File: config.mk
export PLATFORM = sky130hd
export DESIGN_NAME = spec_add_recover
export DESIGN_NICKNAME = d
export VERILOG_FILES = /design/src/rtl/spec_add_pkg.sv /design/src/rtl/spec_blk.sv /design/src/rtl/spec_add_recover.sv
export SDC_FILE = /design/constraint.sdc
export NUM_CORES = 1
export LEC_CHECK = 0
export ABC_CLOCK_PERIOD_IN_PS = 1590
export BUFFER_PORTS_ARGS = -buffer_cell sky130_fd_sc_hd__clkbuf_2
export CAP_MARGIN = 20
export CORE_ASPECT_RATIO = 0.9
export CORE_MARGIN = 4
export CORE_UTILIZATION = 49
export CTS_CLUSTER_SIZE = 14
export DETAILED_ROUTE_END_ITERATION = 8
export GPL_ROUTABILITY_DRIVEN = 0
export PLACE_DENSITY = 0.8
export SLEW_MARGIN = 20
export SYNTH_ARGS = -nofsm -noshare
export SYNTH_HDL_FRONTEND = slang
export SYNTH_SLANG_ARGS = --single-unit
File: constraint.sdc
create_clock -name clk -period 1.59 [get_ports clk]
set_clock_uncertainty 0.15 [all_clocks]
set_input_delay 0.2385 -clock clk [delete_from_list [all_inputs] [get_ports clk]]
set_output_delay 0.2385 -clock clk [all_outputs]
set_load 0.01 [all_outputs]
File: src/rtl/spec_add_pkg.sv
// spec_add_pkg -- shared definitions for the speculative block adder.
//
// Contents:
//   DEF_WIDTH : default operand/sum width
//   DEF_BLK   : default speculation block width
//   state_t   : controller states (S_IDLE, S_OUT, S_FIX)
package spec_add_pkg;

    localparam int DEF_WIDTH = 16;
    localparam int DEF_BLK   = 4;

    typedef enum logic [1:0] {
        S_IDLE = 2'd0,  // nothing held
        S_OUT  = 2'd1,  // result held, out_valid high
        S_FIX  = 2'd2   // correction cycle after a speculation miss
    } state_t;

endpackage

File: src/rtl/spec_blk.sv
// spec_blk -- one BLK-bit slice of the speculative adder.
//
// Adds a_i + b_i + cin_i where cin_i is the predicted carry-in. Also reports
// the slice's generate/propagate terms so the parent can form the exact
// carry chain independently of the prediction.
//
// Ports:
//   a_i, b_i  : BLK-bit addend slices
//   cin_i     : predicted carry into this slice
//   sum_o     : BLK-bit slice sum using the predicted carry
//   g_o       : slice generates a carry on its own
//   p_o       : slice propagates an incoming carry
module spec_blk #(
    parameter int BLK = 4
) (
    input  logic [BLK-1:0] a_i,
    input  logic [BLK-1:0] b_i,
    input  logic           cin_i,
    output logic [BLK-1:0] sum_o,
    output logic           g_o,
    output logic           p_o
);

    logic [BLK:0] raw;

    assign raw   = {1'b0, a_i} + {1'b0, b_i};
    assign sum_o = raw[BLK-1:0] + {{(BLK-1){1'b0}}, cin_i};
    assign g_o   = raw[BLK];
    // All-ones half sum: an incoming carry ripples straight through.
    assign p_o   = &(a_i ^ b_i);

endmodule

File: src/rtl/spec_add_recover.sv
// spec_add_recover -- speculative carry-select adder with miss recovery.
//
// Each operand pair is split into WIDTH/BLK slices. Slice k>0 guesses its
// carry-in from the MSB pair of slice k-1 (a&b). The guess is checked
// against the exact carry chain built from slice generate/propagate terms.
//
// Build option SPEC_ADD_FIX_EN:
//   defined   : a miss costs one extra cycle (S_FIX) that loads the exact
//               sum; err=1 marks the corrected result.
//   undefined : approximate mode, every result is the speculative sum at
//               latency 1, err=1 flags that it may be wrong.
//
// Handshake: a transfer happens on a rising clk edge where valid and ready
// are both high; a held result (out_valid=1) stays stable until taken.
//
// Ports:
//   clk, rst   : clock, asynchronous active-high reset
//   in_valid   : a/b valid       in_ready  : operands can be taken
//   a, b       : WIDTH-bit addends
//   out_valid  : sum/cout/err valid
//   out_ready  : consumer takes the result
//   sum, cout  : result and carry out of the MSB slice
//   err        : a speculation miss occurred on this result
module spec_add_recover
    import spec_add_pkg::*;
#(
    parameter int WIDTH = DEF_WIDTH,
    parameter int BLK   = DEF_BLK
) (
    input  logic             clk,
    input  logic             rst,
    input  logic             in_valid,
    output logic             in_ready,
    input  logic [WIDTH-1:0] a,
    input  logic [WIDTH-1:0] b,
    output logic             out_valid,
    input  logic             out_ready,
    output logic [WIDTH-1:0] sum,
    output logic             cout,
    output logic             err
);

    localparam int NBLK = WIDTH / BLK;

    state_t           state_q;
    logic [WIDTH-1:0] sum_q;
    logic             cout_q;
    logic             err_q;
`ifdef SPEC_ADD_FIX_EN
    logic [WIDTH-1:0] a_q;
    logic [WIDTH-1:0] b_q;
`endif

    logic [WIDTH-1:0] spec_sum;
    logic [NBLK-1:0]  pred_c;
    logic [NBLK-1:0]  blk_g;
    logic [NBLK-1:0]  blk_p;
    logic [NBLK:0]    exact_c;
    logic             miss;
    logic             accept;

    genvar k;
    generate
        for (k = 0; k < NBLK; k++) begin : g_blk
            if (k == 0) begin : g_first
                assign pred_c[k] = 1'b0;
            end else begin : g_rest
                assign pred_c[k] = a[k*BLK-1] & b[k*BLK-1];
            end

            spec_blk #(.BLK(BLK)) u_blk (
                .a_i   (a[k*BLK +: BLK]),
                .b_i   (b[k*BLK +: BLK]),
                .cin_i (pred_c[k]),
                .sum_o (spec_sum[k*BLK +: BLK]),
                .g_o   (blk_g[k]),
                .p_o   (blk_p[k])
            );
        end
    endgenerate

    // Exact carry chain; exact_c[NBLK] is the true carry out in every case,
    // so cout never depends on whether the prediction held.
    always_comb begin
        exact_c    = '0;
        miss       = 1'b0;
        exact_c[0] = 1'b0;
        for (int i = 0; i < NBLK; i++) begin
            exact_c[i+1] = blk_g[i] | (blk_p[i] & exact_c[i]);
            if (i > 0 && exact_c[i] != pred_c[i]) begin
                miss = 1'b1;
            end
        end
    end

    assign in_ready  = (state_q == S_IDLE) | ((state_q == S_OUT) & out_ready);
    assign accept    = in_valid & in_ready;
    assign out_valid = (state_q == S_OUT);
    assign sum       = sum_q;
    assign cout      = cout_q;
    assign err       = err_q;

    always_ff @(posedge clk or posedge rst) begin
        if (rst) begin
            state_q <= S_IDLE;
            sum_q   <= '0;
            cout_q  <= 1'b0;
            err_q   <= 1'b0;
`ifdef SPEC_ADD_FIX_EN
            a_q     <= '0;
            b_q     <= '0;
`endif
        end else begin
            case (state_q)
                S_IDLE, S_OUT: begin
                    if (accept) begin
                        cout_q <= exact_c[NBLK];
`ifdef SPEC_ADD_FIX_EN
                        if (miss) begin
                            // Keep the operands; the exact sum is formed next cycle.
                            a_q     <= a;
                            b_q     <= b;
                            state_q <= S_FIX;
                        end else begin
                            sum_q   <= spec_sum;
                            err_q   <= 1'b0;
                            state_q <= S_OUT;
                        end
`else
                        sum_q   <= spec_sum;
                        err_q   <= miss;
                        state_q <= S_OUT;
`endif
                    end else if (state_q == S_OUT && out_ready) begin
                        state_q <= S_IDLE;
                    end
                end
`ifdef SPEC_ADD_FIX_EN
                S_FIX: begin
                    sum_q   <= a_q + b_q;
                    err_q   <= 1'b1;
                    state_q <= S_OUT;
                end
`endif
                default: begin
                    state_q <= S_IDLE;
                end
            endcase
        end
    end

endmodule
==> results of run 1 <==
cells in the mapped netlist (all sizes together):
library cell / count / area share
nand2b: 2 / 0.0087
dfrtp: 19 / 0.33
o21ai: 13 / 0.045
nor2: 3 / 0.0078
o21a: 1 / 0.0052
ha: 22 / 0.19
a31oi: 1 / 0.0044
o221a: 1 / 0.0078
a211oi: 1 / 0.0087
xor2: 8 / 0.059
a21o: 5 / 0.026
and2: 1 / 0.0044
xnor2: 6 / 0.037
nand3: 1 / 0.0035
nor2b: 3 / 0.013
nor3: 1 / 0.0035
o2bb2ai: 1 / 0.0061
buf: 3 / 0.010
inv: 14 / 0.037
fa: 4 / 0.056
nor3b: 2 / 0.017
nand2: 31 / 0.081
a21oi: 7 / 0.024
nand4: 3 / 0.013
logic make-up (layout without fill, tap and decap cells):
kind of cell | count (synthesis) | after routing | share of synthesized area
buf+inv | 17 | 96 | 0.04695
fa+ha+maj | 26 | 26 | 0.2470
compound gates | 30 | 30 | 0.1278
xor+xnor | 14 | 14 | 0.09565
simple gates | 47 | 47 | 0.1522
flops | 19 | 19 | 0.3304
timing repair:
| item | CTS | global route |
|---|---|---|
| setup buffers | 0 | 1 |
| resized for setup | 0 | 16 |
| hold buffers | 2 | 0 |
| setup endpoints to repair | 1 | 4 |
| endpoints found under the hold margin | 11 | 0 |
| pin swaps | 3 | 17 |
| cloned | 0 | 0 |
power groups by stage:
stage          Sequential, mW  Clock [mW]  Combinational, mW
6_report                0.637       0.252              0.698
2_1_floorplan           0.685           0              0.333
5_1_grt                 0.649       0.279              0.774
4_1_cts                 0.636       0.255              0.679
3_3_place_gp            0.641           0              0.643
3_5_place_dp            0.646           0              0.673
metal layers:
layer	part of all wire	global-route usage	vias up
met2	0.53	0.3936	44
met1	0.40	0.2093	635
met4	0.0050	0.03550	0
met3	0.066	0.05123	5
met5	0	0	-
li1	-	-	666
per-stage QoR:
stage / util / std cells / setup slack [ps]
floorplan: - / 153 / -111.8
detailed placement: 0.7145 / 265 / -332.4
global route: 0.7584 / 272 / -65.90
global placement: 0.7145 / 265 / -255.2
CTS: 0.7317 / 271 / 3.046
finish: 0.7584 / 272 / 19.13
worst max path at each step:
| stage | from | endpoint | cells after the start |
|---|---|---|---|
| global route | b[12] | sum[15]$_DFFE_PP0P_ | 9 |
| detailed placement | a[12] | sum[15]$_DFFE_PP0P_ | 9 |
| finish | b[12] | sum[15]$_DFFE_PP0P_ | 9 |
| floorplan | a[12] | sum[15]$_DFFE_PP0P_ | 8 |
| CTS | a[8] | sum[11]$_DFFE_PP0P_ | 9 |
| global placement | a[12] | sum[15]$_DFFE_PP0P_ | 9 |
worst min-delay path: stages:
cell and delay (ps):
buf_6 80, ha_4 110, nand2_1 40, nand2_1 50
placed cells by master, fill, tap and decap left out, drive strengths merged:
master	Yosys	final
clkbuf	0	53
nand2	31	31
buf	3	26
ha	22	22
dfrtp	19	19
inv	14	14
o21ai	13	13
xor2	8	8
a21oi	7	7
xnor2	6	6
a21o	5	5
fa	4	4
nand4	3	3
nor2	3	3
nor2b	3	3
nand2b	2	2
nor3b	2	2
dlygate4sd3	0	2
and2	1	1
o221a	1	1
a211oi	1	1
o21a	1	1
nor3	1	1
o2bb2ai	1	1
a31oi	1	1
nand3	1	1
clkinv	0	1
final cells by class:
| cell class | count | area (µm²) |
|---|---|---|
| Inverter | 14 | 52.55 |
| Sequential cell | 19 | 475.5 |
| Timing Repair Buffer | 78 | 488.0 |
| Clock inverter | 1 | 5.005 |
| Fill cell | 212 | 669.4 |
| Clock buffer | 3 | 22.52 |
| Multi-Input combinational cell | 117 | 1007 |
| Tap cell | 40 | 50.05 |
registers in the layout, indices dropped and copies added (netlist names):
register  flops
sum          16
err           1
cout          1
state_q       1
==> impl_results.md, run 1 <==
* Number of global-route vias before repair at ~1400
* Die ar. at 3869 µm²
* Unique masters post-synth at 26
* # rows at 18
* Root Buffer: clkbuf_4
* P_int at 1.019 mW
* WP buf/inv at 2
* Syn Inst Count at 153
* Ratio of cells with drive above 1 in the final layout at 0.4526
* Remaining DRCs at 0
* Final period util at 0.9880
* First-pass GRT wire length at between 5 and 6 mm
* I/O pin count at between 50 and 60
* Synth Net Count at around 220
* Mapped Area at roughly 1400 µm²
* Mean post-synth cell area at roughly 9.4 µm²
* Sequential share of the synthesized area at 0.3304
* Rel. slew slack at 0.6828
* Worst hold stages at 4
* Clock period minus worst slack at approximately 1600 ps
* Ordered list of cells on the worst path: buf_8, ha_4, inv_2, fa_2, xor2_2, nor3b_2, xnor2_1, xnor2_1, o21ai_1
* Initial antenna violation count at 0
* Worst-Margin Slew at about 480 ps
* RSZ-0062 raised after global routing: yes
* Critical Path AT at ~1600 ps
* CP Launch Type: primary input
* HPWL Detailed at 3.076 mm
* GRT Overall Usage at 0.1968
* Starting Density at 0.5194
* Sink Count at 19
* Tot Pwr at about 1.6 mW
* DR WL/cell at roughly 13 µm
* Reg2reg setup slack at around 200 ps
* Leak at 1.097 nW
* Fmax at around 640 MHz
* Post-route cell area at between 2000 and 2500 µm²
* Crit Path Max Fanout at 2
* Crit path largest cell delay at 360 ps
* CTS Buffer Depth at 2
* I/O Buffers at 55
* Setup TNS at 0 ps
* Sw frac at 0.3582
* Clock slew at reported path FFs at roughly 110 ps
* Flop pwr share at 0.401
* CP top delay family: XOR/XNOR gates
* CP endpoint kind: register
* Gate power share at 0.440
* Sw power at 0.5686 mW
* Total iterations of the first detailed-routing run at 4
* Reg2reg path depth at 5
* WHS at a little over 80 ps
* Largest net degree at the start of global routing at 26
* Clk Latency, worst-skew pair at a little over 300 ps
* H-tree depth at 1
* Area growth syn-to-layout at 46.00%
* Max Cap Viol at 0
* Critical path's slowest cell: fa_2
* Clock power share at 0.159
* Final ANT Viol Nets at 0
* Hold worst-path end: sum[0]$_DFFE_PP0P_
* Data required, critical path at 1640 ps
* Yosys warns at 0
* Placed standard-cell area at a little under 2000 µm²
* Outcome: complete, no violations
* Die Y at about 59 µm
* Routed WL at 3.626 mm
* Fin. max-slew vios at 0
* ANT cells at 0
* Type of the worst min-delay path: in -> reg
* Crit Path Class: in -> reg
* TritonCTS buffer count at 3
* Die span in x at between 60 and 70 µm
* Via Count at ~1400
* Worst path most repeated cell: xnor2_1
* P per Cell Area at 755.6 nW/µm²
* Total gr overflow at 0
* Peak supply drop at approximately 0.63 mV
* #FFs+latches synth at 19
* Final setup viols at 0
* Vias per cell at 4.963
* Reg2reg start: state_q[0]$_DFFE_PP0P_
* Worst R2R End: cout$_DFFE_PP0P_
* # nets final at approximately 300
* Hold Vio Cnt, Final at 0
* CTS tree: built
* Hold Path Origin: b[0]
* Core Area at 2770 µm²
* Iter 0 DRT Violations at 39
(Power assumes the default switching activity.)
==> run 2: changes to the inputs <==
- CTS_BUF_LIST: unset -> sky130_fd_sc_hd__clkbuf_16
==> run 2 against run 1 <==
The run now ends with setup timing left. Routed wire length increased by 4.8%. Highest routed layer unchanged. Total power up 17%. Die area stayed put.
==> impl_results.md, run 2 (same netlist as run 1, synthesis figures left out) <==
* Outcome: finished, violations left
* Failing checks: setup timing
* Hold Vio Cnt, Final at 0 (unchanged)
* CTS Buffer Depth at 2 (unchanged)
* Remaining DRCs at 0 (unchanged)
* Peak supply drop at 0.8528 mV (+36%)
* Max Cap Viol at 0 (unchanged)
* Fmax at 614.9 MHz (-3.4%)
* Total iterations of the first detailed-routing run at 4 (unchanged)
* Worst-Margin Slew at 471.1 ps (-4.171 ps)
* Commonest cells after routing, fill and taps aside: 49 x clkbuf_2, 31 x nand2_1, 21 x buf_4, 19 x dfrtp_1, 16 x ha_1
* CP Launch Type: primary input
* Clock period minus worst slack at 1626 ps (+55.32 ps)
* Total gr overflow at 0 (unchanged)
* Reg2reg setup slack at 210 ps (about the same)
* CP endpoint kind: register
* Filler instances at 194 (-8.5%)
* Root Buffer: clkbuf_16
* Max FFs per register at 16 (unchanged)
* Die Y at 59.41 µm (unchanged)
* Sink Count at 19 (unchanged)
* Number of global-route vias before repair at 1412 (+2.1%)
* Data required, critical path at 1570 ps (-70 ps)
* Clk Latency, worst-skew pair at 250 ps (-60 ps)
* Starting Density at 0.5194 (unchanged)
* Critical Path AT at 1610 ps (about the same)
* Final ANT Viol Nets at 0 (unchanged)
* TritonCTS buffer count at 3 (unchanged)
* I/O pin count at 56 (unchanged)
* Setup TNS at -78.46 ps (-78.46 ps)
* WHS at 55.48 ps (-26.07 ps)
* Routed WL at 3.800 mm (+4.8%)
* Critical path's slowest cell: fa_2
* Worst path most repeated cell: xnor2_1
* Final worst slack at -36.19 ps (-55.32 ps)
* Crit Path Max Fanout at 2 (unchanged)
* Rel. slew slack at 0.6856 (+0.002784)
* Worst hold stages at 2 (-2)
* Ordered list of cells on the worst path: buf_8, ha_4, inv_2, fa_2, nor3b_2, xnor2_1, xnor2_1, o21ai_1
* P per Cell Area at 862.6 nW/µm² (+14%)
* ANT cells at 0 (unchanged)
* Worst Setup EP: sum[11]$_DFFE_PP0P_
* Most common cell after layout, fill and taps aside: clkbuf_2
* Fin. max-slew vios at 0 (unchanged)
* Leak at 1.122 nW (+2.3%)
* Vias per cell at 5.037 (+1.5%)
* # nets final at 294 (-0.34%)
* Ratio of cells with drive above 1 in the final layout at 0.4545 (+0.001959)
* Reg2reg start: state_q[0]$_DFFE_PP0P_
* Core Area at 2770 µm² (unchanged)
* Iter 0 DRT Violations at 37 (-5.1%)
* HPWL Detailed at 3.076 mm (unchanged)
* I/O Buffers at 55 (unchanged)
* Type of the worst min-delay path: in -> reg
* Die span in x at 65.12 µm (unchanged)
* Clock slew at reported path FFs at 50 ps (-60 ps)
* First-pass GRT wire length at 6.072 mm (+3.4%)
* CTS tree: built
* Initial antenna violation count at 0 (unchanged)
* Critical Path Start: b[8]
* RSZ-0062 raised after global routing: yes
* Crit path largest cell delay at 460 ps (+100 ps)
* Die ar. at 3869 µm² (unchanged)
* Final period util at 1.023 (+0.03479)
* Crit Path Class: in -> reg
* Via Count at 1365 (+1.1%)
* GRT Overall Usage at 0.2054 (+0.008540)
* H-tree depth at 1 (unchanged)
* DR WL/cell at 14.02 µm (+5.2%)
* Worst R2R End: cout$_DFFE_PP0P_
* Area growth syn-to-layout at 50.17%
* Reg2reg path depth at 5 (unchanged)
* # rows at 18 (unchanged)
* Largest net degree at the start of global routing at 26 (unchanged)
* Final setup viols at 3 (+3)
[run 2: cell types whose count changed in the layout (fill, tap and decap cells not counted)]
cell	delta
buf_6	-2
buf_8	+3
dlygate4sd3_1	-1
clkbuf_4	-3
clkbuf_16	+3
clkbuf_2	-1
[run 2: power by group]
part	internal (mW)	switching (mW)
Clock	0.337	0.178
Combinational	0.349	0.360
Sequential	0.582	0.0585
[run 2: area by class of cell]
| type | count | area, µm² | share of cell area |
|---|---|---|---|
| inverters | 14 | 52.55 | 0.02432 |
| well taps | 40 | 50.05 | 0.02316 |
| repair buffers | 77 | 495.5 | 0.2293 |
| clock inverters | 1 | 5.005 | 0.002316 |
| multi-input cells | 117 | 1007 | 0.4661 |
| flip-flops and latches | 19 | 475.5 | 0.2200 |
| clock buffers | 3 | 75.07 | 0.03474 |
[run 2: what timing repair did]
item,in CTS,in global routing
cloned,0,0
setup buffers,1,0
resized for setup,4,13
pin swaps,10,17
endpoints found under the hold margin,10,0
hold buffers,1,0
endpoints found under the setup margin,3,5
[run 2: per-stage QoR]
| stage | instances | setup WS, ps | util | instance area (µm²) | total power [mW] |
|---|---|---|---|---|---|
| 3_3_place_gp | 265 | -255.2 | 0.7145 | 1979 | 1.284 |
| 6_report | 271 | -36.19 | 0.7800 | 2161 | 1.864 |
| 4_1_cts | 271 | -79.29 | 0.7624 | 2112 | 1.859 |
| 2_1_floorplan | 153 | -111.8 | - | 1519 | 1.018 |
| 5_1_grt | 271 | -112.0 | 0.7800 | 2161 | 1.988 |
| 3_5_place_dp | 265 | -332.4 | 0.7145 | 1979 | 1.319 |
[run 2: worst max-delay path: cells and delay by family]
family,cells,cell delay [ps]
AOI/OAI and AO/OA,1,70
xor gates and xnor gates,2,300
and+or+nand+nor,1,240
buffers and inverters,2,150
adders and majority gates,2,610
[run 2: how the worst min path moves through the flow]
stage	startpoint	endpoint
after global placement	rst	state_q[0]$_DFFE_PP0P_
after global routing	in_valid	state_q[0]$_DFFE_PP0P_
final	in_valid	state_q[0]$_DFFE_PP0P_
after floorplan	rst	cout$_DFFE_PP0P_
after detailed placement	rst	sum[14]$_DFFE_PP0P_
after CTS	in_valid	state_q[0]$_DFFE_PP0P_
[run 2: metal layers]
| metal | routed length, µm | track usage |
|---|---|---|
| met3 | 206 | 0.04934 |
| met2 | 2072 | 0.4125 |
| met1 | 1499 | 0.2189 |
| met4 | 21 | 0.03846 |
| met5 | 0 | 0 |
